--- src/rtl/ysyx_23060286_wbu_pkg.sv ---
// Shared definitions for the ysyx_23060286 write-back unit and its scoreboard.
package ysyx_23060286_wbu_pkg;

   localparam int XLEN   = 32;
   localparam int REG_AW = 5;
   localparam int CNTW   = 2;
   localparam int NREG   = 1 << REG_AW;

   typedef struct packed {
      logic [REG_AW-1:0] rd;
      logic [XLEN-1:0]   data;
   } wb_req_t;

endpackage

--- src/rtl/ysyx_23060286_wbu_sb.sv ---
// Outstanding-write scoreboard: per-register counters bumped on issue, retired on
// register-file writes. Optional same-cycle forwarding under YSYX_23060286_WBU_BYPASS_EN.
module ysyx_23060286_wbu_sb
   import ysyx_23060286_wbu_pkg::*;
#(
   parameter int XLEN = ysyx_23060286_wbu_pkg::XLEN,
   parameter int CNTW = ysyx_23060286_wbu_pkg::CNTW
) (
   input  logic              clk,
   input  logic              rst_n,
   input  logic              iss_valid,
   input  logic [REG_AW-1:0] iss_rd,
   output logic              iss_ready,
   input  logic              ret_en,
   input  logic [REG_AW-1:0] ret_rd,
   input  logic [XLEN-1:0]   ret_data,
   input  logic [REG_AW-1:0] rs1_addr,
   input  logic [REG_AW-1:0] rs2_addr,
   output logic              rs1_busy,
   output logic              rs2_busy,
   output logic              rs1_fwd,
   output logic              rs2_fwd,
   output logic [XLEN-1:0]   rs1_fwd_data,
   output logic [XLEN-1:0]   rs2_fwd_data
);

   localparam logic [CNTW-1:0] CNT_MAX = '1;

   logic [CNTW-1:0] cnt [NREG];
   logic [NREG-1:1] inc_vec;
   logic [NREG-1:1] dec_vec;
   logic            iss_fire;
   logic            raw1;
   logic            raw2;

   assign iss_ready = (iss_rd == '0) || (cnt[iss_rd] != CNT_MAX);
   assign iss_fire  = iss_valid && iss_ready;

   always_comb begin
      inc_vec = '0;
      dec_vec = '0;
      if (iss_fire && (iss_rd != '0)) inc_vec[iss_rd] = 1'b1;
      if (ret_en && (ret_rd != '0))   dec_vec[ret_rd] = 1'b1;
   end

   // Entry 0 is never incremented or decremented, so it reads as a constant zero.
   always_ff @(posedge clk or negedge rst_n) begin
      if (!rst_n) begin
         for (int i = 0; i < NREG; i++) cnt[i] <= '0;
      end else begin
         for (int i = 1; i < NREG; i++) begin
            if (inc_vec[i] && !dec_vec[i]) begin
               cnt[i] <= cnt[i] + CNTW'(1);
            end else if (dec_vec[i] && !inc_vec[i] && (cnt[i] != '0)) begin
               cnt[i] <= cnt[i] - CNTW'(1);
            end
         end
      end
   end

   assign raw1 = (rs1_addr != '0) && (cnt[rs1_addr] != '0);
   assign raw2 = (rs2_addr != '0) && (cnt[rs2_addr] != '0);

`ifdef YSYX_23060286_WBU_BYPASS_EN
   logic hit1;
   logic hit2;

   // Only the last outstanding write may be forwarded; an older one would be stale.
   assign hit1 = ret_en && (ret_rd == rs1_addr) && (rs1_addr != '0) && (cnt[rs1_addr] == CNTW'(1));
   assign hit2 = ret_en && (ret_rd == rs2_addr) && (rs2_addr != '0) && (cnt[rs2_addr] == CNTW'(1));

   assign rs1_fwd      = hit1;
   assign rs2_fwd      = hit2;
   assign rs1_fwd_data = hit1 ? ret_data : '0;
   assign rs2_fwd_data = hit2 ? ret_data : '0;
   assign rs1_busy     = raw1 && !hit1;
   assign rs2_busy     = raw2 && !hit2;
`else
   logic unused_ret_data;

   assign unused_ret_data = ^ret_data;
   assign rs1_fwd      = 1'b0;
   assign rs2_fwd      = 1'b0;
   assign rs1_fwd_data = '0;
   assign rs2_fwd_data = '0;
   assign rs1_busy     = raw1;
   assign rs2_busy     = raw2;
`endif

   ret_on_idle_reg: assert property (@(posedge clk) disable iff (!rst_n)
      !(ret_en && (cnt[ret_rd] == '0)));

endmodule

--- src/rtl/ysyx_23060286_wbu.sv ---
// Write-back unit: LSU-over-EXU arbitration onto the single register-file write port,
// plus the RAW scoreboard. Optional forwarding: YSYX_23060286_WBU_BYPASS_EN.
module ysyx_23060286_wbu
   import ysyx_23060286_wbu_pkg::*;
#(
   parameter int XLEN = ysyx_23060286_wbu_pkg::XLEN,
   parameter int CNTW = ysyx_23060286_wbu_pkg::CNTW
) (
   input  logic              clk,
   input  logic              rst_n,
   input  logic              exu_valid,
   output logic              exu_ready,
   input  logic [REG_AW-1:0] exu_rd,
   input  logic [XLEN-1:0]   exu_data,
   input  logic              lsu_valid,
   output logic              lsu_ready,
   input  logic [REG_AW-1:0] lsu_rd,
   input  logic [XLEN-1:0]   lsu_data,
   output logic              rf_wen,
   output logic [REG_AW-1:0] rf_waddr,
   output logic [XLEN-1:0]   rf_wdata,
   input  logic              iss_valid,
   input  logic [REG_AW-1:0] iss_rd,
   output logic              iss_ready,
   input  logic [REG_AW-1:0] rs1_addr,
   input  logic [REG_AW-1:0] rs2_addr,
   output logic              rs1_busy,
   output logic              rs2_busy,
   output logic              rs1_fwd,
   output logic              rs2_fwd,
   output logic [XLEN-1:0]   rs1_fwd_data,
   output logic [XLEN-1:0]   rs2_fwd_data
);

   wb_req_t exu_req;
   wb_req_t lsu_req;
   wb_req_t grant_req;
   logic    grant_v;
   logic    grant_wr;

   assign lsu_ready = 1'b1;
   assign exu_ready = !lsu_valid;

   assign exu_req   = '{rd: exu_rd, data: exu_data};
   assign lsu_req   = '{rd: lsu_rd, data: lsu_data};
   assign grant_v   = (lsu_valid && lsu_ready) || (exu_valid && exu_ready);
   assign grant_req = lsu_valid ? lsu_req : exu_req;
   // x0 results complete their handshake but never reach the register file.
   assign grant_wr  = grant_v && (grant_req.rd != '0);

   always_ff @(posedge clk or negedge rst_n) begin
      if (!rst_n) begin
         rf_wen   <= 1'b0;
         rf_waddr <= '0;
         rf_wdata <= '0;
      end else begin
         rf_wen <= grant_wr;
         if (grant_wr) begin
            rf_waddr <= grant_req.rd;
            rf_wdata <= grant_req.data;
         end
      end
   end

   ysyx_23060286_wbu_sb #(
      .XLEN (XLEN),
      .CNTW (CNTW)
   ) u_sb (
      .clk          (clk),
      .rst_n        (rst_n),
      .iss_valid    (iss_valid),
      .iss_rd       (iss_rd),
      .iss_ready    (iss_ready),
      .ret_en       (rf_wen),
      .ret_rd       (rf_waddr),
      .ret_data     (rf_wdata),
      .rs1_addr     (rs1_addr),
      .rs2_addr     (rs2_addr),
      .rs1_busy     (rs1_busy),
      .rs2_busy     (rs2_busy),
      .rs1_fwd      (rs1_fwd),
      .rs2_fwd      (rs2_fwd),
      .rs1_fwd_data (rs1_fwd_data),
      .rs2_fwd_data (rs2_fwd_data)
   );

endmodule

--- config.mk ---
export PLATFORM = sky130hd
export DESIGN_NAME = ysyx_23060286_wbu
export DESIGN_NICKNAME = d
export VERILOG_FILES = /design/src/rtl/ysyx_23060286_wbu_pkg.sv /design/src/rtl/ysyx_23060286_wbu_sb.sv /design/src/rtl/ysyx_23060286_wbu.sv
export SDC_FILE = /design/constraint.sdc
export NUM_CORES = 1
export LEC_CHECK = 0
export ABC_AREA = 1
export CAP_MARGIN = 20
export CORE_MARGIN = 3
export CORE_UTILIZATION = 50
export CTS_CLUSTER_DIAMETER = 60
export DETAILED_ROUTE_END_ITERATION = 8
export PLACE_DENSITY = 0.85
export SLEW_MARGIN = 20
export SYNTH_ARGS = -nofsm -noshare
export SYNTH_HDL_FRONTEND = slang
export SYNTH_HIERARCHICAL = 1
export SYNTH_SLANG_ARGS = --single-unit
export TNS_END_PERCENT = 5
--- constraint.sdc ---
create_clock -name clk -period 2.35 [get_ports clk]
set_clock_uncertainty 0.05 [all_clocks]
set_input_delay 0.235 -clock clk [delete_from_list [all_inputs] [get_ports clk]]
set_output_delay 0.235 -clock clk [all_outputs]
set_load 0.005 [all_outputs]
==> results.yml, run 1 <==
status:
  status: "complete, no violations"
synthesis:
  yosysSeqAreaShare_pct: 31.6
  synth_flop_cell: "dfrtp_1"
  synth_top_area_share_pct: 31.6
  syn_area_per_cell_um2: 6.31
  yosysTopAreaCell: "dfrtp_1"
  ys_seq_elements: 100
  synth_warnings: 10
  synth-edff-count: 0
  synth_area_um2: 7920
  synthDistinctLibCells: 40
  synth_area_leaders: "dfrtp_1, nand2_1, nand3_1"
  synth_cells: 1255
  async_reset_ff_share_pct: 100
worst_hold_path:
  hold_path_class: "primary input to async pin"
clocking:
  cts_tree: "done"
  clock_latency_ps: 360
  clk_pin_slew_ps: 70
  ctsRootBufferMaster: "clkbuf_16"
  ctsHtreeMaxLevel: 3
  cts.sinks: 100
  cts_buffers: 9
  clock_path_buffers: 2
placement:
  pre_cts_ws_ps: -309
  gp_congestion: 0.949
  portBuffers: 135
  dp_hpwl_mm: 18.1
drt:
  vias: 8645
  drt_wl_total_mm: 23.9
  first_pass_iters: 7
  drc: 0
  wire_per_inst_um: 14.4
  drt_iter0_markers: 711
  antenna_left: 0
  viasPerCell: 5.22
cells_and_area:
  area_growth_pct: 26.7
  insertedDiodeCount: 0
  num-nets-final: 1535
  seq_area_um2: 2510
  final_cell_mix: "nand2_1, clkdlybuf4s50_1, nand3_1"
  nFillCells: 1354
  multi_input_area_um2: 4480
  layout-drive-gt1-share_pct: 12.9
  mostFrequentLayoutCell: "nand2_1"
sta:
  layout_setup_ws_ps: 57.6
  min_period_over_period_pct: 97.5
  max_freq_ghz: 0.436
  tns_ps: 0
  period_needed_ps: 2290
  finalSetupViolations: 0
  tightestPinTransition_ps: 660
  rsz0062_at_grt: "true"
  drv_slew: 0
  slew_headroom_pct: 55.9
  finalHoldViolCount: 0
global_route:
  antenna_found_initial: 0
  grt_usage_pct: 26.9
  grt_max_degree: 63
  grt_pass1_wl_mm: 38.6
  grt_pass1_vias: 7994
  globalRouteOverflowTotal: 0
die:
  core_area_um2: 15400
  dieArea_um2: 17400
  die_h_um: 132
  ios: 203
  std_cell_rows: 45
  fp.dieW_um: 132
  start_util_pct: 51.5
worst_setup_path:
  end_kind: "primary output"
  rrSetupSlack_ps: 210
  r2r-start: "u_sb/cnt[16]$_DFFE_PN0P_"
  crit_start: "rs1_addr[1]"
  worst-endpoint-required_ps: 2070
  cp.arrival_ps: 2010
  start_kind: "primary input"
  path_class: "primary input to primary output"
  path_max_fanout: 4
  cp-endpoint: "rs1_busy"
  r2r_cells: 16
  r2r_end: "u_sb/cnt[28]$_DFFE_PN0P_"
power:
  pwr_density_cell_nw_per_um2: 736
  p_leak_nw: 5.25
  vdd_drop_max_v: 0.000431
job:
  maxCapViolCount: 0
## stage by stage
stage / utilization, % / hold slack [ps] / total power, mW / instances / instance area, µm²
finish: 65.3 / 303 / 7.39 / 1657 / 10000
global route: 65.3 / 350 / 7.86 / 1657 / 10000
CTS: 65.2 / 316 / 7.33 / 1656 / 10000
detailed placement: 62.4 / 144 / 5.53 / 1633 / 9590
global placement: 62.4 / 146 / 5.44 / 1633 / 9590
floorplan: - / -111 / 4.45 / 1320 / 8160
## routing by layer
layer / track usage, % / share of wire, % / vias to the layer above
met4: 11.3 / 3.1 / 0
met2: 46.4 / 49 / 422
met5: 0 / 0 / -
met1: 32.8 / 39 / 3923
li1: - / - / 4244
met3: 5.50 / 9.3 / 56
## where the power goes
| part | internal [mW] | leakage (nW) | switching [mW] | total [mW] |
|---|---|---|---|---|
| logic | 1.23 | 3.87 | 1.63 | 2.86 |
| registers | 2.25 | 1.22 | 0.624 | 2.88 |
| clock network | 0.948 | 0.159 | 0.704 | 1.65 |
## cell type report
type	count	area share [%]
multi-input cells	987	44.7
repair buffers	216	19.8
clock inverters	6	0.935
clock buffers	10	2.28
inverters	127	4.75
flip-flops and latches	100	25.0
well taps	211	2.63
## how the worst min path moves through the flow
| stage | startpoint | end | slack (ps) |
|---|---|---|---|
| 6_report | rst_n | u_sb/cnt[12]$_DFFE_PN0P_ | 300 |
| 5_1_grt | rst_n | u_sb/cnt[12]$_DFFE_PN0P_ | 350 |
| 4_1_cts | rst_n | u_sb/cnt[12]$_DFFE_PN0P_ | 320 |
| 3_5_place_dp | rst_n | u_sb/cnt[12]$_DFFE_PN0P_ | 140 |
| 3_3_place_gp | rst_n | u_sb/cnt[14]$_DFFE_PN0P_ | 150 |
| 2_1_floorplan | rst_n | rf_waddr[0]$_DFFE_PN0P_ | -110 |
## sequential cells by signal (all words and copies together) (netlist names)
signal,count
rf_wdata,32
rf_wen,1
u_sb/cnt,62
rf_waddr,5
## critical path, stage by stage
cell and delay (ps):
clkdlybuf4s50_1 530, inv_1 80, nand2_1 120, inv_1 120, a32oi_1 190, o211ai_1 130, o311ai_0 120, nand3_1 130
o31ai_1 90, dlygate4sd2_1 260
## synth_stat cells (9+ instances only)
library cell  count
nor3_1           14
nor2_1           92
nand3_1         125
or2_2            12
nand4_1          33
inv_2            12
inv_1           115
clkbuf_1          9
buf_2            10
nand2_2          16
dfrtp_1         100
buf_6            11
o22ai_1           9
a21oi_1          24
nand2_1         505
nor2_2           13
buf_4            70
o21ai_0          17
o21ai_1          16
## repair_timing
| action | in CTS | in global routing |
|---|---|---|
| endpoints found under the setup margin | 3 | 3 |
| hold buffers | 1 | 0 |
| pin swaps | 1 | 2 |
| gates resized for setup | 30 | 5 |
| setup buffers | 6 | 1 |
| hold endpoints to repair | 26 | 0 |
## kinds of logic (layout without fill, tap and decap cells)
kind of cell	Yosys count	after routing	share of synthesized area [%]
AND/OR/NAND/NOR	831	831	46.1
flip-flops	100	100	31.6
other	2	67	0.0948
buffers and inverters	233	359	15.6
AO/OA/AOI/OAI	89	89	6.70
Note: power is estimated with default switching activity, not from simulation.
==> inputs of run 2 (changes only) <==
--- a/config.mk
+++ b/config.mk
@@ -11,6 +11,7 @@
 export CORE_UTILIZATION = 50
 export CTS_CLUSTER_DIAMETER = 60
 export DETAILED_ROUTE_END_ITERATION = 8
+export MAX_ROUTING_LAYER = met4
 export PLACE_DENSITY = 0.85
 export SLEW_MARGIN = 20
 export SYNTH_ARGS = -nofsm -noshare
==> constraint.sdc (replaced) <==
create_clock -name clk -period 2.5 [get_ports clk]
set_clock_uncertainty 0.05 [all_clocks]
set_input_delay 0.25 -clock clk [delete_from_list [all_inputs] [get_ports clk]]
set_output_delay 0.25 -clock clk [all_outputs]
set_load 0.005 [all_outputs]
==> results.yml, run 2 (same netlist as run 1, synthesis figures left out) <==
status:
  status: "complete, no violations"
sta:
  rsz0062_at_grt: "true"
  min_period_over_period_pct: 97.0
  period_needed_ps: 2420
  tightestPinTransition_ps: 709
  finalSetupViolations: 0
  slew_headroom_pct: 52.6
  finalHoldViolCount: 0
  layout_setup_ws_ps: 75.1
  drv_slew: 0
  max_freq_ghz: 0.412
worst_setup_path:
  path_max_fanout: 4
  crit_start: "u_sb/cnt[38]$_DFFE_PN0P_"
  r2r_end: "u_sb/cnt[12]$_DFFE_PN0P_"
  r2r_cells: 16
  cp-endpoint: "rs2_busy"
  end_kind: "primary output"
  worst-endpoint-required_ps: 2200
  rrSetupSlack_ps: 430
  r2r-start: "u_sb/cnt[16]$_DFFE_PN0P_"
  start_kind: "register"
  path_class: "register to primary output"
  cp.arrival_ps: 2120
power:
  p_leak_nw: 5.20
  vdd_drop_max_v: 0.000356
  internal_power_mw: 3.98
  power_frac_clock_pct: 20.0
  pwr_density_cell_nw_per_um2: 679
  p_switching_mw: 2.80
  p_total_mw: 6.78
  pwr-share-seq_pct: 40.6
  swShare_pct: 41.4
  combPwrFrac_pct: 39.4
cells_and_area:
  layout-drive-gt1-share_pct: 13.0
  largest_reg_flops: 62
  multi_input_area_um2: 4490
  final_area_um2: 9990
  mostFrequentLayoutCell: "nand2_1"
  num-nets-final: 1526
  final_cell_mix: "nand2_1, clkdlybuf4s50_1, nand3_1"
  post-route-util_pct: 65.0
  stdcell_count: 1648
  seq_area_um2: 2510
  reg_top3: "u_sb/cnt: 62 flops, rf_wdata: 32 flops, rf_waddr: 5 flops"
  insertedDiodeCount: 0
  nFillCells: 1395
  top_register: "u_sb/cnt"
  area_growth_pct: 26.1
global_route:
  antenna_found_initial: 0
  grt_usage_pct: 27.5
  globalRouteOverflowTotal: 0
  grt_max_degree: 42
  grt_pass1_wl_mm: 38.0
  grt_pass1_vias: 7818
clocking:
  clk_pin_slew_ps: 80
  cts.sinks: 100
  clock_path_buffers: 2
  ctsHtreeMaxLevel: 3
  clock_latency_ps: 350
  cts_buffers: 9
  cts_tree: "done"
  ctsRootBufferMaster: "clkbuf_16"
placement:
  place_area_um2: 9560
  portBuffers: 135
  dp_cells: 1624
  dp_hpwl_mm: 18.4
  pre_cts_ws_ps: -145
  gp_congestion: 0.990
die:
  die_h_um: 132
  std_cell_rows: 45
  start_util_pct: 51.5
  ios: 203
  core_area_um2: 15400
  dieArea_um2: 17400
  fp.dieW_um: 132
drt:
  drt_wl_total_mm: 23.6
  antenna_left: 0
  vias: 8545
  viasPerCell: 5.19
  first_pass_iters: 7
  drt_iter0_markers: 786
  drc: 0
  wire_per_inst_um: 14.3
worst_hold_path:
  hold_path_class: "primary input to async pin"
job:
  maxCapViolCount: 0
-- run 2: changes by cell type in the layout (fill, tap and decap cells not counted), sizes merged, moves of 2 or more --
cell / change
clkdlybuf4s50: +2
inv: -2
clkinv: +4
bufinv: -2
buf: -9
-- run 2: how the worst min path moves through the flow --
stage / end / slack [ps] / start
floorplan: rf_waddr[0]$_DFFE_PN0P_ / -100 / rst_n
global placement: u_sb/cnt[15]$_DFFE_PN0P_ / 210 / rst_n
detailed placement: u_sb/cnt[15]$_DFFE_PN0P_ / 210 / rst_n
CTS: u_sb/cnt[15]$_DFFE_PN0P_ / 380 / rst_n
global route: u_sb/cnt[15]$_DFFE_PN0P_ / 420 / rst_n
finish: u_sb/cnt[15]$_DFFE_PN0P_ / 360 / rst_n
-- run 2: timing repair --
| item | 4_1_cts | 5_1_grt |
|---|---|---|
| hold buffers | 1 | 0 |
| setup buffers | 1 | 6 |
| pin swaps | 1 | 1 |
| endpoints found under the setup margin | 3 | 2 |
| hold endpoints to repair | 38 | 0 |
| resized for setup | 17 | 24 |
-- run 2: layout make-up --
cell class,instances,share of cell area [%]
clock buffers,9,2.26
clock inverters,7,0.626
inverters,127,4.77
multi-input cells,987,45.0
flip-flops and latches,100,25.2
well taps,211,2.64
repair buffers,207,19.5
-- run 2: worst max-delay path, stage by stage (launching register included) --
cell	delay [ps]
dfrtp_2	430
or2_2	350
o22ai_1	150
o21ai_1	100
a31oi_1	160
nand2_1	70
nand2_1	60
inv_1	30
clkdlybuf4s50_1	430
-- run 2: metrics by stage --
step	hold slack (ps)	TNS, ps
6_report	361	0
4_1_cts	384	0
3_3_place_gp	213	-2520
5_1_grt	421	-3.34
3_5_place_dp	212	-3300
2_1_floorplan	-95.6	0
-- run 2: layer usage --
layer	global-route usage, %	part of all wire, %	vias to the layer above
met3	4.01	8.2	78
met2	44.5	47	400
met4	12.3	4.3	0
met5	-	0	-
li1	-	-	4228
met1	34.4	40	3839
-- run 2: power by group through the flow --
stage          clock [mW]  combinational [mW]  sequential (mW)
2_1_floorplan           0                1.63             2.56
5_1_grt              1.45                2.96             2.82
6_report             1.35                2.67             2.75
3_5_place_dp            0                2.47             2.74
4_1_cts              1.38                2.51             2.71
3_3_place_gp            0                2.42             2.72
